===== src/rtl/lat_meter_pkg.sv =====
// Shared definitions for the lag-tester latency meter and the test-pattern generator it drives.
package lat_meter_pkg;

    typedef enum logic [2:0] {
        ST_IDLE,
        ST_ARM,
        ST_WAIT_VS,
        ST_MEASURE,
        ST_RELEASE
    } state_t;

    // Result word reported for a timed-out measurement
    localparam logic [15:0] LAT_TIMEOUT = 16'hFFFF;

    // Flash position codes understood by the video generator
    localparam logic [1:0] POS_TOP_LEFT     = 2'd0;
    localparam logic [1:0] POS_CENTER       = 2'd1;
    localparam logic [1:0] POS_BOTTOM_RIGHT = 2'd2;

endpackage


===== src/rtl/lat_meter_sensor_filter.sv =====
// Photodiode conditioning: 2-FF synchronizer followed by a SENSOR_FILT-sample debounce.
module sensor_filter #(
    parameter int SENSOR_FILT = 16
) (
    input  logic clk27,
    input  logic reset_n,
    input  logic sensor_in,
    output logic level,
    output logic rise,
    output logic fall
);
    localparam int            CW        = (SENSOR_FILT > 1) ? $clog2(SENSOR_FILT) : 1;
    localparam logic [CW-1:0] FILT_LAST = CW'(SENSOR_FILT - 1);

    logic          sync_p0;
    logic          sync_p1;
    logic [CW-1:0] agree_cnt;

    always_ff @(posedge clk27 or negedge reset_n) begin
        if (!reset_n) begin
            sync_p0   <= 1'b0;
            sync_p1   <= 1'b0;
            agree_cnt <= '0;
            level     <= 1'b0;
            rise      <= 1'b0;
            fall      <= 1'b0;
        end else begin
            sync_p0 <= sensor_in;
            sync_p1 <= sync_p0;
            rise    <= 1'b0;
            fall    <= 1'b0;
            // Any sample matching the current level restarts the run count
            if (sync_p1 == level) begin
                agree_cnt <= '0;
            end else if (agree_cnt == FILT_LAST) begin
                agree_cnt <= '0;
                level     <= sync_p1;
                rise      <= sync_p1;
                fall      <= ~sync_p1;
            end else begin
                agree_cnt <= agree_cnt + CW'(1);
            end
        end
    end

endmodule


===== src/rtl/lat_meter.sv =====
// Lag-tester sequencer: flashes on a VSYNC edge and times the photodiode response in microseconds.
// Build with LAT_METER_FALL_EN defined to also measure the fall time into fall_us.
module lat_meter
    import lat_meter_pkg::*;
#(
    parameter int SENSOR_FILT = 16,
    parameter int TIMEOUT_US  = 50000,
    parameter int PRESC_DIV   = 27
) (
    input  logic        clk27,
    input  logic        reset_n,
    input  logic        start,
    input  logic        abort,
    input  logic [1:0]  mode_in,
    input  logic        vsync_in,
    input  logic        sensor_in,
    output logic        lt_active,
    output logic [1:0]  lt_mode,
    output logic        busy,
    output logic        done,
    output logic        timeout,
    output logic [15:0] lat_us,
    output logic [15:0] fall_us
);
    localparam int            PW          = (PRESC_DIV > 1) ? $clog2(PRESC_DIV) : 1;
    localparam logic [PW-1:0] PRESC_LAST  = PW'(PRESC_DIV - 1);
    localparam logic [15:0]   TIMEOUT_CNT = 16'(TIMEOUT_US);
    localparam logic [15:0]   US_MAX      = 16'hFFFF;

    state_t        state;
    state_t        state_nxt;
    logic          sens_lvl;
    logic          sens_rise;
    logic          sens_fall;
    logic          vsync_prev;
    logic          vs_fall;
    logic [PW-1:0] presc;
    logic [15:0]   us_cnt;
    logic          cnt_clr;
    logic          cnt_run;
    logic          lt_active_nxt;
    logic [1:0]    lt_mode_nxt;
    logic          done_nxt;
    logic          timeout_nxt;
    logic [15:0]   lat_nxt;
`ifdef LAT_METER_FALL_EN
    logic [15:0]   fall_nxt;
`endif

    sensor_filter #(
        .SENSOR_FILT(SENSOR_FILT)
    ) u_sensor_filter (
        .clk27    (clk27),
        .reset_n  (reset_n),
        .sensor_in(sensor_in),
        .level    (sens_lvl),
        .rise     (sens_rise),
        .fall     (sens_fall)
    );

    assign vs_fall = vsync_prev & ~vsync_in;
    assign busy    = (state != ST_IDLE);

    always_comb begin
        state_nxt     = state;
        lt_active_nxt = lt_active;
        lt_mode_nxt   = lt_mode;
        done_nxt      = 1'b0;
        timeout_nxt   = timeout;
        lat_nxt       = lat_us;
        cnt_clr       = 1'b0;
        cnt_run       = 1'b0;
`ifdef LAT_METER_FALL_EN
        fall_nxt      = fall_us;
`endif
        case (state)
            ST_IDLE: begin
                if (start) begin
                    lt_mode_nxt = mode_in;
                    timeout_nxt = 1'b0;
                    cnt_clr     = 1'b1;
                    state_nxt   = ST_ARM;
                end
            end
            ST_ARM: begin
                cnt_run = 1'b1;
                if (!sens_lvl) begin
                    state_nxt = ST_WAIT_VS;
                end
            end
            ST_WAIT_VS: begin
                cnt_run = 1'b1;
                if (vs_fall) begin
                    lt_active_nxt = 1'b1;
                    cnt_clr       = 1'b1;
                    state_nxt     = ST_MEASURE;
                end
            end
            ST_MEASURE: begin
                cnt_run = 1'b1;
                if (sens_rise) begin
                    lat_nxt       = us_cnt;
                    lt_active_nxt = 1'b0;
                    cnt_clr       = 1'b1;
                    state_nxt     = ST_RELEASE;
                end
            end
            ST_RELEASE: begin
`ifdef LAT_METER_FALL_EN
                cnt_run = 1'b1;
`endif
                // RELEASE is only entered right after a rise, so a fall pulse is guaranteed to follow
                if (sens_fall) begin
`ifdef LAT_METER_FALL_EN
                    fall_nxt = us_cnt;
`endif
                    done_nxt  = 1'b1;
                    state_nxt = ST_IDLE;
                end
            end
            default: state_nxt = ST_IDLE;
        endcase

        // The timeout applies exactly where the microsecond counter is running
        if (cnt_run && (us_cnt == TIMEOUT_CNT)) begin
            lat_nxt       = LAT_TIMEOUT;
            timeout_nxt   = 1'b1;
            lt_active_nxt = 1'b0;
            done_nxt      = 1'b1;
            state_nxt     = ST_IDLE;
        end

        if (abort) begin
            state_nxt     = ST_IDLE;
            lt_active_nxt = 1'b0;
            lt_mode_nxt   = lt_mode;
            done_nxt      = 1'b0;
            timeout_nxt   = timeout;
            lat_nxt       = lat_us;
`ifdef LAT_METER_FALL_EN
            fall_nxt      = fall_us;
`endif
        end
    end

    always_ff @(posedge clk27 or negedge reset_n) begin
        if (!reset_n) begin
            state <= ST_IDLE;
        end else begin
            state <= state_nxt;
        end
    end

    always_ff @(posedge clk27 or negedge reset_n) begin
        if (!reset_n) begin
            lt_active  <= 1'b0;
            lt_mode    <= POS_TOP_LEFT;
            done       <= 1'b0;
            timeout    <= 1'b0;
            lat_us     <= '0;
            vsync_prev <= 1'b0;
        end else begin
            lt_active  <= lt_active_nxt;
            lt_mode    <= lt_mode_nxt;
            done       <= done_nxt;
            timeout    <= timeout_nxt;
            lat_us     <= lat_nxt;
            vsync_prev <= vsync_in;
        end
    end

    // Prescaler plus saturating microsecond counter
    always_ff @(posedge clk27 or negedge reset_n) begin
        if (!reset_n) begin
            presc  <= '0;
            us_cnt <= '0;
        end else if (cnt_clr) begin
            presc  <= '0;
            us_cnt <= '0;
        end else if (cnt_run) begin
            if (presc == PRESC_LAST) begin
                presc <= '0;
                if (us_cnt != US_MAX) begin
                    us_cnt <= us_cnt + 16'd1;
                end
            end else begin
                presc <= presc + PW'(1);
            end
        end
    end

`ifdef LAT_METER_FALL_EN
    always_ff @(posedge clk27 or negedge reset_n) begin
        if (!reset_n) begin
            fall_us <= '0;
        end else begin
            fall_us <= fall_nxt;
        end
    end
`else
    assign fall_us = '0;
`endif

endmodule

===== config.mk =====
export PLATFORM = sky130hd
export DESIGN_NAME = lat_meter
export DESIGN_NICKNAME = d
export VERILOG_FILES = /design/src/rtl/lat_meter_pkg.sv /design/src/rtl/lat_meter_sensor_filter.sv /design/src/rtl/lat_meter.sv
export SDC_FILE = /design/constraint.sdc
export NUM_CORES = 1
export LEC_CHECK = 0
export CORE_AREA = 2 2 79 81
export DETAILED_ROUTE_END_ITERATION = 8
export DIE_AREA = 0 0 81 83
export PLACE_DENSITY = 0.73
export SYNTH_ARGS = -nofsm -noshare
export SYNTH_HDL_FRONTEND = slang
export SYNTH_HIERARCHICAL = 1
export SYNTH_SLANG_ARGS = --single-unit
export TNS_END_PERCENT = 30

===== constraint.sdc =====
create_clock -name clk27 -period 2.4 [get_ports clk27]
set_input_delay 0.48 -clock clk27 [delete_from_list [all_inputs] [get_ports clk27]]
set_output_delay 0.48 -clock clk27 [all_outputs]
set_load 0.02 [all_outputs]

# After elaboration in Yosys (flattened, before gate mapping)

Index checks and enable logic that the tools add are counted.

Add/sub/neg operators: 3
Eq/ne operators: 14
Mux-type cells: 41
Bitwise gates (word level): 5
Reductions and logical operators: 19

Operators with widths:

| kind                                                            | count |
|---|---|
| 16-bit 2-to-1 mux                                               | 7 |
| 3-bit 2-to-1 mux                                                | 7 |
| 1-bit 2-to-1 mux                                                | 19 |
| 16-bit by 1-bit adder with 16-bit output, second input constant | 1 |
| 16-bit == test, second input constant                           | 1 |
| 16-bit != test, second input constant                           | 1 |
| 5-bit 2-to-1 mux                                                | 3 |
| 3-bit case mux with 5 select lines                              | 1 |
| 3-bit AND reduction                                             | 5 |
| 2-bit nonzero test                                              | 7 |
| 4-bit != test, second input constant                            | 3 |
| 4-bit 2-to-1 mux                                                | 2 |
| 4-bit by 3-bit != test with 1-bit output, second input constant | 2 |
| 3-bit by 2-bit == test with 1-bit output, second input constant | 2 |
| 5-bit by 1-bit adder with 5-bit output, second input constant   | 1 |
| 5-bit == test, second input constant                            | 1 |
| 5-bit AND reduction                                             | 1 |
| 4-bit by 1-bit adder with 4-bit output, second input constant   | 1 |
| 4-bit == test, second input constant                            | 1 |
| 1-bit NOT                                                       | 4 |
| 4-bit nonzero test                                              | 1 |
| 3-bit by 1-bit == test with 1-bit output, second input constant | 1 |
| 3-bit == test, second input constant                            | 1 |
| 3-bit zero test                                                 | 1 |
| 8 further kinds                                                 | 8 |

Flip-flop bits (word level): 55
Input port bits: 8
Output and inout bits: 38
Word-level logic and storage cells: 97

# Logic depth before layout (Yosys ltp)

Depth after elaboration: 6
Mapped depth: 7
Mapped depth without buffers: 6

# By module

Netlist, hierarchy kept.

Modules (own cells, without submodules):

| module        | instances | cells an instance | area each (um^2) | sequential area each (um^2) |
|---|---|---|---|---|
| lat_meter     | 1         | 264               | 2478.6           | 1151.1 |
| sensor_filter | 1         | 22                | 335.3            | 225.2 |

# Worst setup path before layout

OpenSTA, ideal clock, no wires.

Path kind: register -> register
From: register presc[0]
To: register us_cnt[7]
Setup time: 0.078 ns
Data arrival time: 2.055 ns
Data required time: 2.322 ns
Path slack: 0.267 ns
Cell stages (with the launch flop): 8
Buffers on the path: 1
Clock period less this slack: 2.133 ns
Cell sequence: dfrtp_1 -> inv_1 -> ha_1 -> nand4b_4 -> or4_4 -> buf_6 -> or4_1 -> a21oi_1

Longest elaborated chain between the ends: 3

RTL lines:

| what                          | RTL line         | text |
|---|---|---|
| start: declaration            | lat_meter.sv:37  | `logic [PW-1:0] presc;` |
| start signal: assignment      | lat_meter.sv:187 | `presc <= presc + PW'(1);` |
| 5-bit == test                 | lat_meter.sv:181 | `if (presc == PRESC_LAST) begin` |
| 2-bit nonzero test (no line)  | -                |  |
| 3-bit AND reduction (no line) | -                |  |
| end signal: assignment        | lat_meter.sv:184 | `us_cnt <= us_cnt + 16'd1;` |
| end: declaration              | lat_meter.sv:38  | `logic [15:0] us_cnt;` |

Every way passes these cells.
A chain may end at the register's enable or synchronous reset.

# Final worst setup path

From: register state[1]
To: output port busy

Longest elaborated chain between the ends: 1

RTL lines:

| what                     | RTL line         | text |
|---|---|---|
| start: declaration       | lat_meter.sv:30  | `state_t state;` |
| start signal: assignment | lat_meter.sv:150 | `state <= state_nxt;` |
| 3-bit nonzero test       | lat_meter.sv:62  | `assign busy = (state != ST_IDLE);` |
| end: declaration         | lat_meter.sv:19  | `output logic busy,` |

Every way passes these cells.

==> summary.md <==
| Metric | Value |
|---|---|
| Total power | 1.99 mW |
| Sequential share of the synthesized area | 48.9% |
| Vias per cell | 5.54 |
| Top routing layer in use | met4 |
| Vias in the first global route | 2099 |
| Number of distinct library cells after synthesis | 48 |
| RSZ-0062 raised after global routing | false |
| TritonCTS buffer count | 5 |
| Finished Cell Area | 0.00324 mm² |
| Reg clk slew, reported paths | 0.10 ns |
| Share of layout cells above drive strength 1 | 9.12% |
| Initial core utilization | 48.4% |
| Pre-Repair DR Iteration Count | 4 |
| Peak VDD IR | 0.345 mV |
| Share of the synthesized area in the top cell type | 48.9% |
| Pwr/cell area | 614 mW/mm² |
| Cts repair resizes | 0 |
| Largest net degree at the start of global routing | 33 |
| H-tree lvl count | 2 |
| Post-DP Area | 0.00312 mm² |
| Post-route ant nets | 0 |
| Max Freq | 0.446 GHz |
| Synth Register Bits | 55 |
| Total Nets Final | 330 |
| TritonCTS clock tree | yes |
| Kind of critical path | reg2out |
| Final Max Tran Viols | 0 |
| Slowest stage cell, crit path | clkdlybuf4s50_1 |
| Commonest cells in the netlist | dfrtp_1 (55), nand2_1 (29), nor2_1 (23) |
| Critical path cell sequence | or3_1, clkdlybuf4s50_1 |
| Slew HR | 53.0% |
| DR iter-0 viols | 267 |
| Setup violators final | 0 |
| Syn avg cell area | 9.84 µm² |
| Antenna violations before repair | 0 |
| Crit path max fanout | 11 |
| Hold Fails Final Rpt | 0 |
| Dominant cells by area after synthesis | dfrtp_1 (49%), buf_4 (4.3%), nand2_1 (3.9%) |
| Met3 wire length | 215 µm |
| Core area | 0.00582 mm² |
| Setup TNS Final | 0 ns |
| Required @ worst endpoint | 1.92 ns |
| Worst Tran Pin Value | 0.705 ns |
| Clock Sinks | 55 |
| Site row count | 28 |
| Status | completed |
| Hold-fix buffers, CTS | 0 |
| DRC Markers | 0 |
| Boundary Pins | 46 |
| Clock buffer depth | 2 |
| # port buffers | 29 |
| WL/cell | 14.3 µm |
| Die Width | 81 µm |
| Final worst-path cycle share | 93.5% |
| Setup bufs post-CTS | 0 |
| WP data arrival | 1.76 ns |
| Fin util | 55.7% |
| Worst setup EP type | output pin |
| Yosys top cell by area | dfrtp_1 |
| RePlAce Congestion | 0.878 |
| Most common cell in the netlist | dfrtp_1 |
| Mapped Cells | 286 |
| Total gr overflow | 0 |
| Worst hold path class | in2async |
| Post-layout minimum cycle time | 2.24 ns |
| Clk_skew | 0.00622 ns |
| Die height | 83 µm |
| Total GRT Usage | 18.2% |
| Routed WL | 5610 µm |
| Post-synth EDFFs | 0 |
| M1 WL | 2710 µm |
| First-pass GRT wire length | 9910 µm |
| P_leak | 1.37 nW |
| Max Cap Violations | 0 |
| Die area | 0.00672 mm² |
| Vias | 2179 |
| Worst hold margin | 0.214 ns |
| Startpoint types | register |
| Clock latency on the worst-skew pair | 0.31 ns |
| Diode count | 0 |
| Root Buffer | clkbuf_8 |
| Top FF cell, synth | dfrtp_1 |
| P&R area growth vs syn | 15.2% |
| Crit path largest cell delay | 0.54 ns |
| Post-DP HPWL | 4060 µm |
| YS warnings | 6 |
| Met2 WL | 2640 µm |
| Synth async-reset ratio | 100% |
| Syn Std Cell Area | 0.00281 mm² |
metrics by stage:
stage | cells | setup WS, ns
floorplan | 301 | 0.267
global placement | 385 | 0.274
detailed placement | 385 | 0.210
CTS | 393 | 0.153
global route | 393 | 0.0721
finish | 393 | 0.156
where the power goes:
part / internal [mW] / switching, mW
Combinational: 0.134 / 0.173
Sequential: 0.979 / 0.0537
Clock: 0.344 / 0.306
Total: 1.46 / 0.533
logic make-up after synthesis:
logic type / Yosys count / share of synthesized area (%)
and+or+nand+nor: 120 / 23.0
AOI/OAI and AO/OA: 63 / 15.7
DFF: 55 / 48.9
buffers and inverters: 35 / 7.38
adders and majority gates: 5 / 2.22
muxes: 5 / 2.05
xor gates and xnor gates: 2 / 0.623
other: 1 / 0.133
worst paths after layout:
check	start	endpoint	slack [ns]	depth (start not counted)
setup / recovery	state[1]$_DFFE_PN0P_	busy	0.16	2
hold / removal	reset_n	u_sensor_filter/agree_cnt[2]$_DFF_PN0_	0.21	1
setup reg to reg	presc[0]$_DFFE_PN0P_	us_cnt[13]$_DFFE_PN0P_	0.18	6
hold reg to reg	u_sensor_filter/sync_p0$_DFF_PN0_	u_sensor_filter/sync_p1$_DFF_PN0_	0.36	0
max in group asynchronous	reset_n	u_sensor_filter/fall$_DFF_PN0_	1.45	2
min in group clk27	u_sensor_filter/sync_p0$_DFF_PN0_	u_sensor_filter/sync_p1$_DFF_PN0_	0.36	0
routing by layer:
layer / global-route usage [%] / up-vias
met3: 3.26 / 5
li1: - / 1080
met4: 4.16 / 0
met1: 27.1 / 1039
met2: 27.7 / 55
met5: 0 / -
layout by cell type (no fill, tap or decap), types with 5 or more instances in the layout:
cell type,instances
dfrtp_1,55
clkdlybuf4s50_1,28
nand2_1,29
nand3_1,21
or4_1,9
clkbuf_8,6
o31ai_1,8
conb_1,16
o32a_1,5
inv_1,9
a21oi_1,16
nor2_1,23
ha_1,5
o21ai_0,10
buf_4,6
area by class of cell:
| cell class | count | area, µm² |
|---|---|---|
| timing repair buffer | 35 | 330 |
| clock inverter | 2 | 38.8 |
| inverter | 9 | 33.8 |
| tap | 75 | 93.8 |
| fill | 525 | 2570 |
| clock buffer | 6 | 82.6 |
| multi-input combinational | 211 | 1290 |
| sequential | 55 | 1380 |
sequential cells by signal (all words and copies together) (netlist names):
register / cells
lat_us: 16
us_cnt: 16
presc: 5
u_sensor_filter/agree_cnt: 4
state: 3
lt_mode: 2
done: 1
lt_active: 1
timeout: 1
u_sensor_filter/fall: 1
u_sensor_filter/level: 1
u_sensor_filter/rise: 1
u_sensor_filter/sync_p0: 1
u_sensor_filter/sync_p1: 1
vsync_prev: 1
critical path, delay by kind of cell, from the launching register on:
kind	cells	cell delay (ns)
flops	1	0.52
simple gates	1	0.39
buf+inv	1	0.54
Note: power is estimated with default switching activity, not from simulation.
